===== config.mk =====
export PLATFORM = sky130hd
export DESIGN_NAME = mem_bus_arbiter_flat
export DESIGN_NICKNAME = d
export VERILOG_FILES = /design/src/rtl/mem_bus_arbiter_pkg.sv /design/src/rtl/mem_bus_arbiter_if.sv /design/src/rtl/mem_bus_arbiter_timeout.sv /design/src/rtl/mem_bus_arbiter.sv /design/src/flat_wrapper.sv
export SDC_FILE = /design/constraint.sdc
export NUM_CORES = 1
export LEC_CHECK = 0
export BUFFER_PORTS_ARGS = -buffer_cell sky130_fd_sc_hd__buf_2
export CAP_MARGIN = 20
export CORE_AREA = 2 2 94 96
export CTS_CLUSTER_DIAMETER = 200
export CTS_CLUSTER_SIZE = 25
export DETAILED_ROUTE_END_ITERATION = 8
export DIE_AREA = 0 0 96 98
export PLACE_DENSITY = 0.51
export SLEW_MARGIN = 20
export SYNTH_ARGS = -nofsm -noshare
export SYNTH_HDL_FRONTEND = slang
export SYNTH_SLANG_ARGS = --single-unit

===== constraint.sdc =====
create_clock -name i_clock -period 2.1 [get_ports i_clock]
set_input_delay 0.21 -clock i_clock [delete_from_list [all_inputs] [get_ports i_clock]]
set_output_delay 0.21 -clock i_clock [all_outputs]
set_load 0.01 [all_outputs]

===== src/rtl/mem_bus_arbiter_pkg.sv =====
// rtl/mem_bus_arbiter_pkg.sv - shared types for the instruction/data memory bus arbiter
// Purpose: FSM state and grant-side enums, plus a helper for round-robin selection.
// Ports: none (package).
package mem_arbiter_pkg;

  typedef enum logic [1:0] {
    Idle      = 2'd0,
    GrantInst = 2'd1,
    GrantData = 2'd2
  } mem_arbiter_fsm_t;

  typedef enum logic {
    GrantSideInst = 1'b0,
    GrantSideData = 1'b1
  } grant_t;

  // On a tie the side that was not served last wins.
  function automatic grant_t other_side(input grant_t g);
    return (g == GrantSideInst) ? GrantSideData : GrantSideInst;
  endfunction

endpackage


===== src/rtl/mem_bus_arbiter_if.sv =====
// rtl/mem_bus_arbiter_if.sv - request/response and memory bus signals around the arbiter
// Purpose: bundles the instruction side, data side and shared memory bus.
// Modports:
//   slave  - arbiter view: requests and mem_ack/mem_rd_dat in; acks, rd_dat, mem_* out
//   master - environment view: the opposite directions
interface mem_bus_arbiter_if #(
  parameter int Width = 32
);

  logic                 inst_mem_en;
  logic [Width-1:0]     inst_mem_addr;
  logic                 inst_mem_ack;
  logic                 inst_mem_err;

  logic                 data_mem_en;
  logic                 data_mem_we;
  logic [Width-1:0]     data_mem_addr;
  logic [Width/8-1:0]   data_mem_sel;
  logic [Width-1:0]     data_mem_wr_dat;
  logic                 data_mem_ack;
  logic                 data_mem_err;

  logic [Width-1:0]     rd_dat;

  logic                 mem_en;
  logic                 mem_we;
  logic [Width-1:0]     mem_addr;
  logic [Width/8-1:0]   mem_sel;
  logic [Width-1:0]     mem_wr_dat;
  logic                 mem_ack;
  logic [Width-1:0]     mem_rd_dat;

  modport slave (
    input  inst_mem_en, inst_mem_addr,
    input  data_mem_en, data_mem_we, data_mem_addr, data_mem_sel, data_mem_wr_dat,
    input  mem_ack, mem_rd_dat,
    output inst_mem_ack, inst_mem_err, data_mem_ack, data_mem_err, rd_dat,
    output mem_en, mem_we, mem_addr, mem_sel, mem_wr_dat
  );

  modport master (
    output inst_mem_en, inst_mem_addr,
    output data_mem_en, data_mem_we, data_mem_addr, data_mem_sel, data_mem_wr_dat,
    output mem_ack, mem_rd_dat,
    input  inst_mem_ack, inst_mem_err, data_mem_ack, data_mem_err, rd_dat,
    input  mem_en, mem_we, mem_addr, mem_sel, mem_wr_dat
  );

endinterface


===== src/rtl/mem_bus_arbiter_timeout.sv =====
// rtl/mem_bus_arbiter_timeout.sv - grant-cycle counter with expiry flag
// Purpose: counts grant cycles without mem_ack; flags expiry at TimeoutCycles-1.
// Only instantiated when MEM_ARBITER_TIMEOUT_EN is defined.
// Ports:
//   i_clock, i_reset - clock, synchronous active-high reset
//   i_clear          - restart from zero (state change)
//   i_count          - a grant cycle passed without mem_ack
//   o_expired        - counter has reached TimeoutCycles-1
module mem_arbiter_timeout #(
  parameter int TimeoutCycles = 255
) (
  input  logic i_clock,
  input  logic i_reset,
  input  logic i_clear,
  input  logic i_count,
  output logic o_expired
);

  localparam int CntW = (TimeoutCycles > 1) ? $clog2(TimeoutCycles) : 1;
  localparam logic [CntW-1:0] LastCount = CntW'(TimeoutCycles - 1);

  logic [CntW-1:0] r_count;

  always_ff @(posedge i_clock) begin
    if (i_reset || i_clear) begin
      r_count <= '0;
    end else if (i_count && (r_count != LastCount)) begin
      r_count <= r_count + 1'b1;
    end
  end

  assign o_expired = (r_count == LastCount);

endmodule


===== src/rtl/mem_bus_arbiter.sv =====
// rtl/mem_bus_arbiter.sv - round-robin arbiter sharing one memory port between inst and data
// Purpose: grants one transaction at a time, muxes the granted side onto the bus and
//   routes the combinational mem_ack / read data back to that side only.
// Optional feature: MEM_ARBITER_TIMEOUT_EN aborts a grant after TimeoutCycles cycles
//   without mem_ack (ack+err pulse); otherwise err outputs are tied 0.
// Ports:
//   i_clock - system clock, rising edge
//   i_reset - synchronous, active-high
//   bus     - mem_bus_arbiter_if.slave (inst/data request sides and memory bus)
module mem_bus_arbiter
  import mem_arbiter_pkg::*;
#(
  parameter int Width         = 32,
  parameter int TimeoutCycles = 255
) (
  input  logic                i_clock,
  input  logic                i_reset,
  mem_bus_arbiter_if.slave    bus
);

  localparam int SelW = Width / 8;

  mem_arbiter_fsm_t r_state;
  mem_arbiter_fsm_t w_next_state;
  grant_t           r_last_grant;
  grant_t           w_next_last_grant;
  logic             w_expired;

  logic             w_mem_en;
  logic             w_mem_we;
  logic [Width-1:0] w_mem_addr;
  logic [SelW-1:0]  w_mem_sel;
  logic [Width-1:0] w_mem_wr_dat;
  logic             w_inst_ack;
  logic             w_inst_err;
  logic             w_data_ack;
  logic             w_data_err;

  always_ff @(posedge i_clock) begin
    if (i_reset) begin
      r_state      <= Idle;
      r_last_grant <= GrantSideData;
    end else begin
      r_state      <= w_next_state;
      r_last_grant <= w_next_last_grant;
    end
  end

`ifdef MEM_ARBITER_TIMEOUT_EN
  logic w_count_cycle;
  logic w_clear_count;

  // Any state change restarts the count, which covers both Idle->Grant and
  // back-to-back Grant->Grant hand-overs.
  assign w_count_cycle = (r_state != Idle) && !bus.mem_ack;
  assign w_clear_count = (w_next_state != r_state);

  mem_arbiter_timeout #(
    .TimeoutCycles(TimeoutCycles)
  ) u_timeout (
    .i_clock  (i_clock),
    .i_reset  (i_reset),
    .i_clear  (w_clear_count),
    .i_count  (w_count_cycle),
    .o_expired(w_expired)
  );
`else
  assign w_expired = 1'b0;
`endif

  always_comb begin
    w_next_state      = r_state;
    w_next_last_grant = r_last_grant;
    w_mem_en          = 1'b0;
    w_mem_we          = 1'b0;
    w_mem_addr        = '0;
    w_mem_sel         = '0;
    w_mem_wr_dat      = '0;
    w_inst_ack        = 1'b0;
    w_inst_err        = 1'b0;
    w_data_ack        = 1'b0;
    w_data_err        = 1'b0;

    // Reset silences the bus in the same cycle; the open bus cycle is dropped.
    if (i_reset) begin
      w_next_state = Idle;
    end else begin
      case (r_state)
        Idle: begin
          if (bus.inst_mem_en && bus.data_mem_en) begin
            w_next_state = (other_side(r_last_grant) == GrantSideInst) ? GrantInst : GrantData;
          end else if (bus.inst_mem_en) begin
            w_next_state = GrantInst;
          end else if (bus.data_mem_en) begin
            w_next_state = GrantData;
          end
        end

        GrantInst: begin
          w_mem_en   = bus.inst_mem_en;
          w_mem_addr = bus.inst_mem_addr;
          w_mem_sel  = '1;
          if (!bus.inst_mem_en) begin
            w_next_state = Idle;
          end else if (bus.mem_ack) begin
            w_inst_ack        = 1'b1;
            w_next_last_grant = GrantSideInst;
            w_next_state      = bus.data_mem_en ? GrantData : Idle;
          end else if (w_expired) begin
            w_mem_en          = 1'b0;
            w_inst_ack        = 1'b1;
            w_inst_err        = 1'b1;
            w_next_last_grant = GrantSideInst;
            w_next_state      = Idle;
          end
        end

        GrantData: begin
          w_mem_en     = bus.data_mem_en;
          w_mem_we     = bus.data_mem_we;
          w_mem_addr   = bus.data_mem_addr;
          w_mem_sel    = bus.data_mem_sel;
          w_mem_wr_dat = bus.data_mem_wr_dat;
          if (!bus.data_mem_en) begin
            w_next_state = Idle;
          end else if (bus.mem_ack) begin
            w_data_ack        = 1'b1;
            w_next_last_grant = GrantSideData;
            w_next_state      = bus.inst_mem_en ? GrantInst : Idle;
          end else if (w_expired) begin
            w_mem_en          = 1'b0;
            w_data_ack        = 1'b1;
            w_data_err        = 1'b1;
            w_next_last_grant = GrantSideData;
            w_next_state      = Idle;
          end
        end

        default: begin
          w_next_state = Idle;
        end
      endcase
    end
  end

  assign bus.mem_en       = w_mem_en;
  assign bus.mem_we       = w_mem_we;
  assign bus.mem_addr     = w_mem_addr;
  assign bus.mem_sel      = w_mem_sel;
  assign bus.mem_wr_dat   = w_mem_wr_dat;
  assign bus.inst_mem_ack = w_inst_ack;
  assign bus.inst_mem_err = w_inst_err;
  assign bus.data_mem_ack = w_data_ack;
  assign bus.data_mem_err = w_data_err;
  // Read data is only meaningful alongside an ack, so hold it at zero otherwise.
  assign bus.rd_dat       = (w_inst_ack || w_data_ack) ? bus.mem_rd_dat : '0;

endmodule

===== src/flat_wrapper.sv =====
// flat-port wrapper written by rule: the top's interface ports become plain ports
module mem_bus_arbiter_flat import mem_arbiter_pkg::*;
#(
  parameter int Width         = 32,
  parameter int TimeoutCycles = 255
)
  (i_clock, i_reset, bus_inst_mem_en, bus_inst_mem_addr, bus_data_mem_en, bus_data_mem_we, bus_data_mem_addr, bus_data_mem_sel, bus_data_mem_wr_dat, bus_mem_ack, bus_mem_rd_dat, bus_inst_mem_ack, bus_inst_mem_err, bus_data_mem_ack, bus_data_mem_err, bus_rd_dat, bus_mem_en, bus_mem_we, bus_mem_addr, bus_mem_sel, bus_mem_wr_dat);
  mem_bus_arbiter_if #(.Width(Width)) bus_i ();
  input  logic i_clock;
  input  logic i_reset;
  input wire logic [$bits(bus_i.inst_mem_en)-1:0] bus_inst_mem_en;
  input wire logic [$bits(bus_i.inst_mem_addr)-1:0] bus_inst_mem_addr;
  input wire logic [$bits(bus_i.data_mem_en)-1:0] bus_data_mem_en;
  input wire logic [$bits(bus_i.data_mem_we)-1:0] bus_data_mem_we;
  input wire logic [$bits(bus_i.data_mem_addr)-1:0] bus_data_mem_addr;
  input wire logic [$bits(bus_i.data_mem_sel)-1:0] bus_data_mem_sel;
  input wire logic [$bits(bus_i.data_mem_wr_dat)-1:0] bus_data_mem_wr_dat;
  input wire logic [$bits(bus_i.mem_ack)-1:0] bus_mem_ack;
  input wire logic [$bits(bus_i.mem_rd_dat)-1:0] bus_mem_rd_dat;
  output wire logic [$bits(bus_i.inst_mem_ack)-1:0] bus_inst_mem_ack;
  output wire logic [$bits(bus_i.inst_mem_err)-1:0] bus_inst_mem_err;
  output wire logic [$bits(bus_i.data_mem_ack)-1:0] bus_data_mem_ack;
  output wire logic [$bits(bus_i.data_mem_err)-1:0] bus_data_mem_err;
  output wire logic [$bits(bus_i.rd_dat)-1:0] bus_rd_dat;
  output wire logic [$bits(bus_i.mem_en)-1:0] bus_mem_en;
  output wire logic [$bits(bus_i.mem_we)-1:0] bus_mem_we;
  output wire logic [$bits(bus_i.mem_addr)-1:0] bus_mem_addr;
  output wire logic [$bits(bus_i.mem_sel)-1:0] bus_mem_sel;
  output wire logic [$bits(bus_i.mem_wr_dat)-1:0] bus_mem_wr_dat;
  assign bus_i.inst_mem_en = bus_inst_mem_en;
  assign bus_i.inst_mem_addr = bus_inst_mem_addr;
  assign bus_i.data_mem_en = bus_data_mem_en;
  assign bus_i.data_mem_we = bus_data_mem_we;
  assign bus_i.data_mem_addr = bus_data_mem_addr;
  assign bus_i.data_mem_sel = bus_data_mem_sel;
  assign bus_i.data_mem_wr_dat = bus_data_mem_wr_dat;
  assign bus_i.mem_ack = bus_mem_ack;
  assign bus_i.mem_rd_dat = bus_mem_rd_dat;
  assign bus_inst_mem_ack = bus_i.inst_mem_ack;
  assign bus_inst_mem_err = bus_i.inst_mem_err;
  assign bus_data_mem_ack = bus_i.data_mem_ack;
  assign bus_data_mem_err = bus_i.data_mem_err;
  assign bus_rd_dat = bus_i.rd_dat;
  assign bus_mem_en = bus_i.mem_en;
  assign bus_mem_we = bus_i.mem_we;
  assign bus_mem_addr = bus_i.mem_addr;
  assign bus_mem_sel = bus_i.mem_sel;
  assign bus_mem_wr_dat = bus_i.mem_wr_dat;
  mem_bus_arbiter #(.Width(Width), .TimeoutCycles(TimeoutCycles)) u_core (.i_clock(i_clock), .i_reset(i_reset), .bus(bus_i));
endmodule

==> run_results.csv <==
group,metric,value,unit
clock_tree,cts_setup_buffers,0,
power_and_ir_drop,p_leak,1.61,nW
grt,antenna_found_initial,0,
logic_synthesis,synth.top_cell.area_share,33.8,%
cells_and_area,layout_commonest_cell,"buf_2",
grt,gr-total-overflow,0,
clock_tree,clk_latency,0.21,ns
worst_setup_path,cp-endpoint,"bus_mem_wr_dat[29]",
logic_synthesis,yosys.cell_types.count,26,
clock_tree,clkSlewWorstSetupHoldPaths,0.03,ns
worst_setup_path,crit_required,1.89,ns
placement,dp_hpwl,5530,um
worst_setup_path,crit_slowest_cell,"dfxtp_1",
routing,firstDrtPassIters,4,
cells_and_area,drive_gt1_share,58.9,%
logic_synthesis,syn_inst,202,
worst_setup_path,cpPeakStageDelay,0.30,ns
logic_synthesis,yosysTopAreaCell,"and2_1",
grt,track_usage,12.3,%
cells_and_area,syn_to_final_growth,111,%
floorplan,ios,244,
cells_and_area,antennaDiodeCount,0,
power_and_ir_drop,sw_frac_of_total,40.6,%
grt,grt_pass1_wl,9320,um
logic_synthesis,synth_area,0.00124,mm^2
floorplan,dieArea,0.00941,mm^2
placement,place.gp.congestion,0.766,
power_and_ir_drop,power_density,287,mW/mm^2
sta,post-route-period-util,93.7,%
clock_tree,cts_sinks,3,
power_and_ir_drop,ir_worst_vdd,0.112,mV
logic_synthesis,synth.avg_cell_area,6.14,um^2
routing,vias,2268,
routing,routed_wl,6560,um
routing,ant_nets,0,
sta,fin_crit,1.97,ns
placement,preCtsSetupSlack,0.263,ns
min_path,hp-class,"primary input to flip-flop",
sta,finalClockSkew,0.000540,ns
worst_setup_path,crit_type,"flip-flop to output pin",
logic_synthesis,synth_area_leaders,"and2_1 (34%), a22oi_1 (19%), nor2_1 (12%)",
worst_setup_path,r2r-end,"u_core.r_state[0]",
floorplan,die_w,96,um
clock_tree,h-tree-depth,1,
grt,first_global_vias,2024,
sta,hold_violations,0,
sta,timing.final.ws_setup,0.132,ns
power_and_ir_drop,p_switching,0.306,mW
routing,drc,0,
worst_setup_path,r2r_setup_slack,0.43,ns
floorplan,start_util,14.6,%
sta,slew_violations,0,
power_and_ir_drop,seq_power_share,9.1,%
worst_setup_path,cp_cell_sequence,"inv_1, ha_2, buf_4, nor2b_1, buf_6, and2_1, buf_2",
power_and_ir_drop,power,0.753,mW
sta,setup_viol,0,
worst_setup_path,end_kind,"output pin",
worst_setup_path,timing.rr.start,"u_core.r_state[1]",
clock_tree,ctsHoldBuffers,0,
cells_and_area,fillers,943,
grt,grt_max_degree,39,
status,status,"completed",
floorplan,core_region_area,0.00847,mm^2
routing,drtIter0Drc,136,
clock_tree,cts_buffers,3,
logic_synthesis,seq_area_frac_synth,4.84,%
worst_setup_path,worst_ep_arrival_time,1.76,ns
worst_setup_path,critPathMaxFanout,33,
floorplan,fp.dieH,98,um
sta,grt_setup_unrepaired,"yes",
clock_tree,cts-root-buf,"clkbuf_8",
logic_synthesis,synth_seq_cells,3,
routing,wl_per_cell,12.1,um
run,max_cap_viol_count,0,
clock_tree,tritoncts,"yes",
worst_setup_path,critPathLaunch,"u_core.r_state[0]",
power_and_ir_drop,pwr-share-clk,22.0,%
power_and_ir_drop,p_comb_share,68.9,%
cells_and_area,mostFrequentLayoutCells,"buf_2 (241), and2_1 (67), nor2_1 (39)",
clock_tree,max-clock-path-buffers,2,
logic_synthesis,ys_warn_count,0,
placement,port_buffers,241,
sta,clock.fmax,0.508,GHz
cells_and_area,layout.nets,581,
cells_and_area,post-route-util,31.0,%
worst_setup_path,reg2regPathDepth,6,
routing,vias_per_cell,4.17,
power_and_ir_drop,intPower,0.447,mW
worst_setup_path,critPathLaunchType,"flip-flop",
floorplan,num_rows,34,
## worst max-delay path: cells and delay by family, from the launching register on
| family | cells | cell delay (ns) |
|---|---|---|
| flip-flops | 1 | 0.30 |
| adder cells (fa/ha/maj) | 1 | 0.28 |
| buffers and inverters | 4 | 0.63 |
| AND/OR/NAND/NOR | 2 | 0.33 |
## logic make-up (layout without fill, tap and decap cells)
logic type	Yosys count	count (layout)	synth area share [%]
buffers and inverters	25	258	9.28
and+or+nand+nor	121	121	52.0
other	1	2	0.302
DFF	3	3	4.84
AOI/OAI and AO/OA	46	46	27.5
adders and majority gates	6	6	6.05
## how the worst min path moves through the flow
stage,start,endpoint,slack (ns),cells past startpoint
5_1_grt,i_reset,u_core.r_state[0],0.26,2
3_3_place_gp,i_reset,u_core.r_state[0],0.49,2
4_1_cts,i_reset,u_core.r_state[0],0.25,2
6_report,i_reset,u_core.r_state[0],0.24,2
3_5_place_dp,i_reset,u_core.r_state[0],0.48,2
2_1_floorplan,i_reset,u_core.r_state[0],0.28,1
## area by class of cell
type | count | area [um^2] | area share (%)
timing repair buffer | 249 | 1290 | 49.1
multi-input combinational | 175 | 1080 | 41.1
tap | 108 | 135 | 5.16
sequential | 3 | 60.1 | 2.29
clock buffer | 4 | 45.0 | 1.72
inverter | 5 | 18.8 | 0.716
## Yosys cell counts (all sizes together)
master and instances:
buf 10, a2bb2oi 1, nand3 2, nand2 5, nor2 40, nor2b 3
and2 67, a22oi 33, o21ai 1, inv 5, conb 1, o32ai 1
nand2b 2, dfxtp 3, clkbuf 10, a21oi 7, a31oi 1, a211oi 1
nand3b 1, o21ba 1, ha 6, or4 1
## power by group through the flow
stage               Sequential, mW  Combinational [mW]  Clock (mW)
floorplan                   0.0696               0.276           0
global placement            0.0684               0.514           0
detailed placement          0.0689               0.518           0
CTS                         0.0681               0.520       0.172
global route                0.0696               0.583       0.178
finish                      0.0684               0.519       0.166
## flip-flops by register name, summed over array words and instances (netlist names)
name,count
u_core.r_last_grant,1
u_core.r_state,2
## metal layers
metal	global-route usage (%)	wire, um	up-vias
li1	-	-	1137
met1	13.3	2260	976
met2	24.1	3530	151
met3	1.31	706	4
met4	3.85	69	0
met5	0	0	-
## stage by stage
stage	cell area, um^2	setup TNS (ns)	hold WS [ns]	cells
after CTS	2600	0	0.253	543
after global routing	2620	-0.0890	0.257	544
after detailed placement	2550	0	0.481	539
final	2620	0	0.240	544
after global placement	2550	0	0.486	539
after floorplan	1240	0	0.279	203
## what timing repair did
item | in CTS | in global routing
hold endpoints to repair | 0 | 0
endpoints found under the setup margin | 0 | 65
gates resized for setup | 0 | 7
No activity file was read; power rests on OpenSTA's default activity.
